$ cat config.mk
export PLATFORM = sky130hd
export DESIGN_NAME = rca_pipe
export DESIGN_NICKNAME = d
export VERILOG_FILES = /design/src/rtl/rca_pipe.sv
export SDC_FILE = /design/constraint.sdc
export NUM_CORES = 1
export LEC_CHECK = 0
export BUFFER_PORTS_ARGS = -buffer_cell sky130_fd_sc_hd__clkbuf_2
export CAP_MARGIN = 0
export CORE_MARGIN = 4
export CORE_UTILIZATION = 45
export CTS_CLUSTER_DIAMETER = 40
export DETAILED_ROUTE_END_ITERATION = 8
export GPL_TIMING_DRIVEN = 1
export PLACE_DENSITY = 0.64
export SLEW_MARGIN = 20
export SYNTH_ARGS = -nofsm -noshare
export SYNTH_HDL_FRONTEND = slang
export SYNTH_SLANG_ARGS = --single-unit
$ cat constraint.sdc
create_clock -name clk -period 4.05 [get_ports clk]
set_input_delay 0.81 -clock clk [delete_from_list [all_inputs] [get_ports clk]]
set_output_delay 0.81 -clock clk [all_outputs]
set_load 0.02 [all_outputs]
$ cat src/rtl/rca_pipe.sv
// rtl/rca_pipe.sv - pipelined ripple-carry adder/subtractor, WIDTH/STAGES bits per stage, valid/ready with global stall
module rca_pipe #(
   parameter int WIDTH  = 16,
   parameter int STAGES = 4
) (
   input  logic             clk,
   input  logic             rst,
   input  logic             in_valid,
   output logic             in_ready,
   input  logic [WIDTH-1:0] a,
   input  logic [WIDTH-1:0] b,
   input  logic             cin,
   input  logic             sub,
   output logic             out_valid,
   input  logic             out_ready,
   output logic [WIDTH-1:0] s,
   output logic             cout,
   output logic             ovf
);

   localparam int SW = WIDTH / STAGES;

   if (WIDTH < 1 || STAGES < 1 || STAGES > WIDTH || (WIDTH % STAGES) != 0) begin : g_bad_params
      $error("rca_pipe: WIDTH must be a positive multiple of STAGES");
   end

   function automatic logic [SW:0] slice_add(input logic [SW-1:0] x,
                                             input logic [SW-1:0] y,
                                             input logic          c_in);
      logic [SW-1:0] r;
      logic          c;
      r = '0;
      c = c_in;
      for (int i = 0; i < SW; i++) begin
         r[i] = x[i] ^ y[i] ^ c;
         c    = (x[i] & y[i]) | ((x[i] ^ y[i]) & c);
      end
      return {c, r};
   endfunction

   logic adv;
   assign adv      = !out_valid | out_ready;
   assign in_ready = adv;

   // Each stage carries only the operand bits still to be added and the sum bits already produced.
   for (genvar k = 0; k < STAGES; k++) begin : g_stage
      localparam int RW = WIDTH - k * SW;

      logic [RW-1:0]         op_a, op_b;
      logic                  op_c, op_v;
      logic [SW:0]           sl;
      logic [(k+1)*SW-1:0]   s_d, s_q;
      logic                  v_q, c_q;

      if (k == 0) begin : g_src
         assign op_a = a;
         assign op_b = sub ? ~b : b;
         assign op_c = sub ? 1'b1 : cin;
         assign op_v = in_valid;
         assign s_d  = sl[SW-1:0];
      end else begin : g_src
         assign op_a = g_stage[k-1].g_reg.a_q;
         assign op_b = g_stage[k-1].g_reg.b_q;
         assign op_c = g_stage[k-1].c_q;
         assign op_v = g_stage[k-1].v_q;
         assign s_d  = {sl[SW-1:0], g_stage[k-1].s_q};
      end

      assign sl = slice_add(op_a[SW-1:0], op_b[SW-1:0], op_c);

      always_ff @(posedge clk) begin
         if (rst) begin
            v_q <= 1'b0;
            s_q <= '0;
            c_q <= 1'b0;
         end else if (adv) begin
            v_q <= op_v;
            s_q <= s_d;
            c_q <= sl[SW];
         end
      end

      if (k < STAGES - 1) begin : g_reg
         logic [RW-SW-1:0] a_q, b_q;
         always_ff @(posedge clk) begin
            if (rst) begin
               a_q <= '0;
               b_q <= '0;
            end else if (adv) begin
               a_q <= op_a[RW-1:SW];
               b_q <= op_b[RW-1:SW];
            end
         end
      end else begin : g_last
         logic ovf_q;
         // carry into the MSB is recovered as a ^ b_eff ^ sum at that bit
         always_ff @(posedge clk) begin
            if (rst) begin
               ovf_q <= 1'b0;
            end else if (adv) begin
               ovf_q <= op_a[SW-1] ^ op_b[SW-1] ^ sl[SW-1] ^ sl[SW];
            end
         end
      end
   end

   assign out_valid = g_stage[STAGES-1].v_q;
   assign s         = g_stage[STAGES-1].s_q;
   assign cout      = g_stage[STAGES-1].c_q;
   assign ovf       = g_stage[STAGES-1].g_last.ovf_q;

endmodule

==> results of run 1 <==
## tightest hold or removal path, delay by kind of cell (launching register included)
kind,cells,cell delay [ps]
AO/OA/AOI/OAI,1,50
AND/OR/NAND/NOR,1,50
flip-flops,1,320
## final cells by class
type / count / area (sq um) / share of cell area (%)
inverters: 26 / 100 / 2.23
clock inverters: 3 / 46.3 / 1.03
repair buffers: 60 / 310 / 6.92
multi-input cells: 302 / 1780 / 39.7
flip-flops and latches: 97 / 1940 / 43.3
clock buffers: 13 / 169 / 3.77
well taps: 108 / 135 / 3.01
## path summary, 6_finish.rpt
check | to
worst max-delay path | g_stage[0].s_q[3]$_SDFFE_PP0P_
worst min-delay path | s[11]$_SDFFE_PP0P_
worst max register to register | ovf$_SDFFE_PP0P_
worst min register to register | s[11]$_SDFFE_PP0P_
## flip-flops by register name, indices dropped and copies added, names as in the netlist
| register | count |
|---|---|
| out_valid | 1 |
| cout | 1 |
| g_stage.c_q | 3 |
| g_stage.v_q | 3 |
| g_stage.g_reg.b_q | 24 |
| g_stage.s_q | 24 |
| s | 16 |
| g_stage.g_reg.a_q | 24 |
| ovf | 1 |
## stage by stage
stage	area [sq um]	instances	hold slack (ps)
after floorplan	4020	459	432
after global placement	4270	593	440
after detailed placement	4270	593	444
after CTS	4490	609	454
after global routing	4490	609	470
final	4490	609	452
## where the power goes
part / total, W / switching [W] / internal [W] / leakage (nW)
registers: 0.00105 / 0.0000323 / 0.00102 / 0.798
clock network: 0.000657 / 0.000318 / 0.000339 / 0.106
logic: 0.000196 / 0.000107 / 0.0000884 / 0.941
total: 0.00190 / 0.000458 / 0.00144 / 1.84
## kinds of logic (layout without fill, tap and decap cells)
family	Yosys count	after routing	synth area share [%]
fa+ha+maj	17	17	8.28
buf+inv	60	102	7.37
flops	97	97	48.3
xor+xnor	17	17	4.08
compound gates	96	96	15.7
simple gates	172	172	16.3
## cell usage after synthesis
cell type and n:
buf_6 4, fa_1 16, a211oi_2 18, buf_2 10
nor2_1 27, xor3_1 1, inv_4 1, a21oi_1 72
clkbuf_1 10, nor2b_4 1, xor2_1 3, dfxtp_1 97
ha_1 1, a211oi_1 6, buf_1 3, xnor2_1 13
buf_4 7, inv_1 25, nand2_1 144
## placed cells by master (no fill, tap or decap)
cell type   instances
a21oi_1            72
nor2b_4             1
clkbuf_2           56
clkbuf_8           12
inv_1              25
clkinvlp_4          1
xor3_1              1
buf_4               4
xnor2_1            13
inv_6               1
bufinv_16           1
fa_1               16
a211oi_1            6
ha_1                1
clkbuf_1            1
inv_4               1
xor2_1              3
a211oi_2           18
dfxtp_1            97
nor2_1             27
nand2_1           144
## layer usage
metal | global-route usage [%] | wire length [um] | up-vias
li1 | - | - | 1526
met1 | 20.6 | 3680 | 1359
met2 | 23.9 | 3240 | 46
met3 | 2.91 | 285 | 8
met4 | 5.75 | 102 | 0
met5 | 0 | 0 | -
==> flow_summary.json, run 1 <==
{
  "outcome": "completed",
  "detailedPlacementHpwl_mm": 4.64,
  "antenna_cells": 0,
  "timing_worst_slew_pin_value_ps": 1090,
  "synth_sequential_area_ratio_pct": 48.3,
  "worst_r2r_path_depth": 10,
  "required_ps": 4240,
  "yosysTopAreaCellShare_pct": 48.3,
  "place.port_buffers": 57,
  "synthToLayoutAreaGrowth_pct": 11.5,
  "grt_start_max_net_pins": 98,
  "setup_violations": 0,
  "post-route-drc-count": 0,
  "row_count": 34,
  "pre_cts_ws_ps": 962,
  "critical_path.endpoint_type": "flip-flop",
  "global_route.usage.total_pct": 15.1,
  "post_synth.cell_area_avg_sq_um": 8.76,
  "final_max_slew_viol_count": 0,
  "critical_path.startpoint": "sub",
  "drt.antenna.violating_nets": 0,
  "synth_top_cells_by_area": "dfxtp_1 (48%), nand2_1 (13%), a21oi_1 (9.0%), fa_1 (8.0%), a211oi_2 (5.6%)",
  "weighted_congestion_at_the_end_of_routability_driven_global_placement": 0.734,
  "cpMaxStageDelayCell": "fa_1",
  "worstHoldPathCells": 2,
  "overflow": 0,
  "die_y_um": 103,
  "max_cap_violations": 0,
  "initial_utilization_pct": 46.1,
  "power.density_cell_area_nw_per_um2": 424,
  "final_hold_viol_count": 0,
  "postLayoutCoreUtil_pct": 51.4,
  "drt-initial-drc-count": 92,
  "die_area_sq_um": 10500,
  "r2r_start": "g_stage[2].c_q$_SDFFE_PP0P_",
  "rsz0062_at_grt": "false",
  "layout.filler_cells": 853,
  "antenna_found_initial": 0,
  "cpMostUsedCell": "fa_1",
  "fin_ws_ps": 1350,
  "first_pass_iters": 4,
  "chain_of_cells_forming_the_critical_path": "clkbuf_2, xnor2_1, fa_1, fa_1, fa_1, inv_1, fa_1, nand2_1, a21oi_1",
  "syn_area_sq_um": 4020,
  "post_cts_resized": 0,
  "synthesis.yosys.warnings": 0,
  "clkSlewWorstSetupHoldPaths_ps": 90,
  "crit_path_kind": "in -> reg",
  "clkLatencyLatePin_ps": 350,
  "final.min_clock_period_ps": 2700,
  "synth_top_cell_by_area": "dfxtp_1",
  "power_w": 0.00190,
  "numClockSinks": 97,
  "achievable-frequency_mhz": 370,
  "critPathBufInv": 2,
  "global_route_wire_length_before_repair_mm": 12.9,
  "synth_cell_type_count": 19,
  "drive_gt1_share_pct": 19.0,
  "io_pins": 58,
  "core_area_sq_um": 8720,
  "cts_buffers": 9,
  "cpPeakStageDelay_ps": 410,
  "drt_wl_total_mm": 7.31,
  "cp.arrival_ps": 2890,
  "tritoncts": "built",
  "clk_root_buffer_cell": "clkbuf_8",
  "max-slew-margin-rel_pct": 27.4,
  "syn-num-nets": 514,
  "synth_seq_cells": 97,
  "postCtsSetupBuffers": 0,
  "cts.hold.buffers_added": 0,
  "critPathTopFamily": "adder cells",
  "clockBufferDepth": 2,
  "total_leakage_power_nw": 1.84,
  "worstHoldStart": "s[11]$_SDFFE_PP0P_",
  "vdd_ir_drop_max_mv": 0.220,
  "htreeDepth": 3,
  "crit_path_max_fanout": 4,
  "reg2reg_setup_slack_ps": 1480,
  "worst_clock_skew_ps": 8.64,
  "dieWidth_um": 103,
  "average_via_count_per_standard_cell": 4.83,
  "timing.critical_path.from_type": "input pin",
  "syn_inst_count": 459,
  "wl_per_cell_um": 12.0,
  "hp-class": "reg -> reg",
  "vias": 2939,
  "finalCritPeriodShare_pct": 66.7,
  "cp_num_cells": 9,
  "first_global_vias": 2903,
  "final.setup.tns_ps": 0,
  "layout.nets": 551
}
(Power assumes the default switching activity.)
==> inputs of run 2 (changes only) <==
clock period = 2.72 ns   (was 4.05 ns; I/O delays follow)
==> run 2 against run 1 <==
Power rose by 49%. Die area unchanged. Non-clock buffer count is 4 higher. Via count is essentially flat. Cell count increased by 0.66%. First-iteration DRC count up 18%. Sequential share of layout area decreased by 0.44 points. Clock-buffer cell count decreased by 2. Clock skew grew 1.9 ps. Critical endpoint is now ovf$_SDFFE_PP0P_. Largest cell class unchanged. Largest power group unchanged.
==> flow_summary.json, run 2 (synthesis results as in run 1) <==
{
  "first_pass_iters": 5,
  "final_max_slew_viol_count": 0,
  "initial_utilization_pct": 46.1,
  "drt-initial-drc-count": 109,
  "cts.hold.buffers_added": 0,
  "worstHoldStart": "in_valid",
  "largestRegisters": "g_stage.g_reg.a_q x24, g_stage.g_reg.b_q x24, g_stage.s_q x24",
  "seqCellArea_sq_um": 1940,
  "max_cap_violations": 0,
  "antenna_cells": 0,
  "tritoncts": "built",
  "antenna_found_initial": 0,
  "htreeDepth": 3,
  "dieWidth_um": 103,
  "cts_buffers": 9,
  "layout.nets": 555,
  "vdd_ir_drop_max_mv": 0.268,
  "required_ps": 2950,
  "drive_gt1_share_pct": 20.2,
  "overflow": 0,
  "clkSlewWorstSetupHoldPaths_ps": 100,
  "clockBufferDepth": 2,
  "achievable-frequency_mhz": 392,
  "vias": 2940,
  "worst_clock_skew_ps": 10.5,
  "detailedPlacementHpwl_mm": 5.07,
  "global_route.usage.total_pct": 15.8,
  "average_via_count_per_standard_cell": 4.80,
  "clkLatencyLatePin_ps": 360,
  "io_pins": 58,
  "weighted_congestion_at_the_end_of_routability_driven_global_placement": 0.730,
  "crit_path_max_fanout": 2,
  "hp-class": "in -> reg",
  "setup_violations": 0,
  "die_y_um": 103,
  "final_hold_viol_count": 0,
  "critical_path.endpoint_type": "flip-flop",
  "wl_per_cell_um": 12.7,
  "timing_worst_slew_pin_value_ps": 778,
  "crit-reg2reg-capture": "ovf$_SDFFE_PP0P_",
  "whs_endpoint": "g_stage[0].v_q$_SDFFE_PP0P_",
  "synthToLayoutAreaGrowth_pct": 12.7,
  "die_area_sq_um": 10500,
  "area_of_combinational_cells_with_multiple_inputs_sq_um": 1790,
  "worstHoldPathCells": 3,
  "hold_ws_ps": 404,
  "drt.antenna.violating_nets": 0,
  "core_area_sq_um": 8720,
  "max-slew-margin-rel_pct": 48.1,
  "clk_root_buffer_cell": "clkbuf_8",
  "cp.arrival_ps": 2780,
  "drt_wl_total_mm": 7.76,
  "final.setup.tns_ps": 0,
  "reg2reg_setup_slack_ps": 170,
  "rsz0062_at_grt": "false",
  "power_w": 0.00284,
  "postCtsSetupBuffers": 0,
  "global_route_wire_length_before_repair_mm": 13.2,
  "post_cts_resized": 0,
  "layout.cells.most_common": "nand2_1",
  "grt_start_max_net_pins": 78,
  "numClockSinks": 97,
  "r2r_start": "g_stage[2].c_q$_SDFFE_PP0P_",
  "row_count": 34,
  "crit_path_kind": "reg -> reg",
  "worst_r2r_path_depth": 10,
  "first_global_vias": 2993,
  "post-route-drc-count": 0,
  "leading_cell_types_in_the_layout_fill_and_taps_excluded": "nand2_1 (144), dfxtp_1 (97), a21oi_1 (72)",
  "layout.filler_cells": 837,
  "total_leakage_power_nw": 1.86,
  "outcome": "completed",
  "timing.critical_path.from_type": "flip-flop",
  "power.density_cell_area_nw_per_um2": 627,
  "final.min_clock_period_ps": 2550,
  "place.port_buffers": 57,
  "finalCritPeriodShare_pct": 93.8
}
==> run 2: changes by cell type in the layout (fill, tap and decap cells not counted), sizes merged <==
cell      change
clkinvlp      +1
clkinv        +1
clkbuf        -2
buf           +4
==> run 2: area by class of cell <==
cell class	count	share of cell area (%)
Clock buffer	11	3.34
Tap cell	108	2.98
Inverter	26	2.21
Timing Repair Buffer	64	7.79
Multi-Input combinational cell	302	39.5
Clock inverter	5	1.38
Sequential cell	97	42.8
==> run 2: routing by layer <==
| layer | vias up | global-route usage (%) | wire length (um) | part of all wire (%) |
|---|---|---|---|---|
| met5 | - | 0 | 0 | 0 |
| met4 | 0 | 5.05 | 107 | 1.4 |
| met3 | 8 | 4.40 | 382 | 4.9 |
| met2 | 61 | 26.2 | 3560 | 46 |
| met1 | 1337 | 20.1 | 3710 | 48 |
| li1 | 1534 | - | - | - |
==> run 2: where the power goes <==
group	leakage [nW]	internal, W	total (W)	switching (W)
logic	0.964	0.000138	0.000303	0.000165
registers	0.798	0.00151	0.00156	0.0000476
clock network	0.102	0.000480	0.000978	0.000498
total	1.86	0.00213	0.00284	0.000710
==> run 2: worst max-delay path, stage by stage (launching register included) <==
cell     delay, ps
dfxtp_1        320
inv_1           70
fa_1           160
inv_1           50
fa_1           370
fa_1           420
inv_1           90
fa_1           450
xor3_1         360
nand2_1         70
a21oi_1         60
==> run 2: worst max path at each step <==
stage / depth (start not counted) / end / slack [ps] / startpoint
2_1_floorplan: 10 / g_stage[0].s_q[3]$_SDFFE_PP0P_ / -20 / sub
4_1_cts: 10 / ovf$_SDFFE_PP0P_ / 160 / g_stage[2].c_q$_SDFFE_PP0P_
3_3_place_gp: 9 / g_stage[0].s_q[3]$_SDFFE_PP0P_ / 130 / sub
5_1_grt: 10 / ovf$_SDFFE_PP0P_ / 30 / g_stage[2].c_q$_SDFFE_PP0P_
3_5_place_dp: 9 / g_stage[0].s_q[3]$_SDFFE_PP0P_ / 70 / sub
6_report: 10 / ovf$_SDFFE_PP0P_ / 170 / g_stage[2].c_q$_SDFFE_PP0P_
==> run 2: stage by stage <==
stage               worst slack, ps  instances  instance area (sq um)  util (%)
floorplan                     -23.2        459                   4030         -
global placement                133        597                   4320      49.5
detailed placement             72.8        597                   4320      49.5
CTS                             156        613                   4530      52.0
global route                   30.2        613                   4530      52.0
finish                          167        613                   4530      52.0
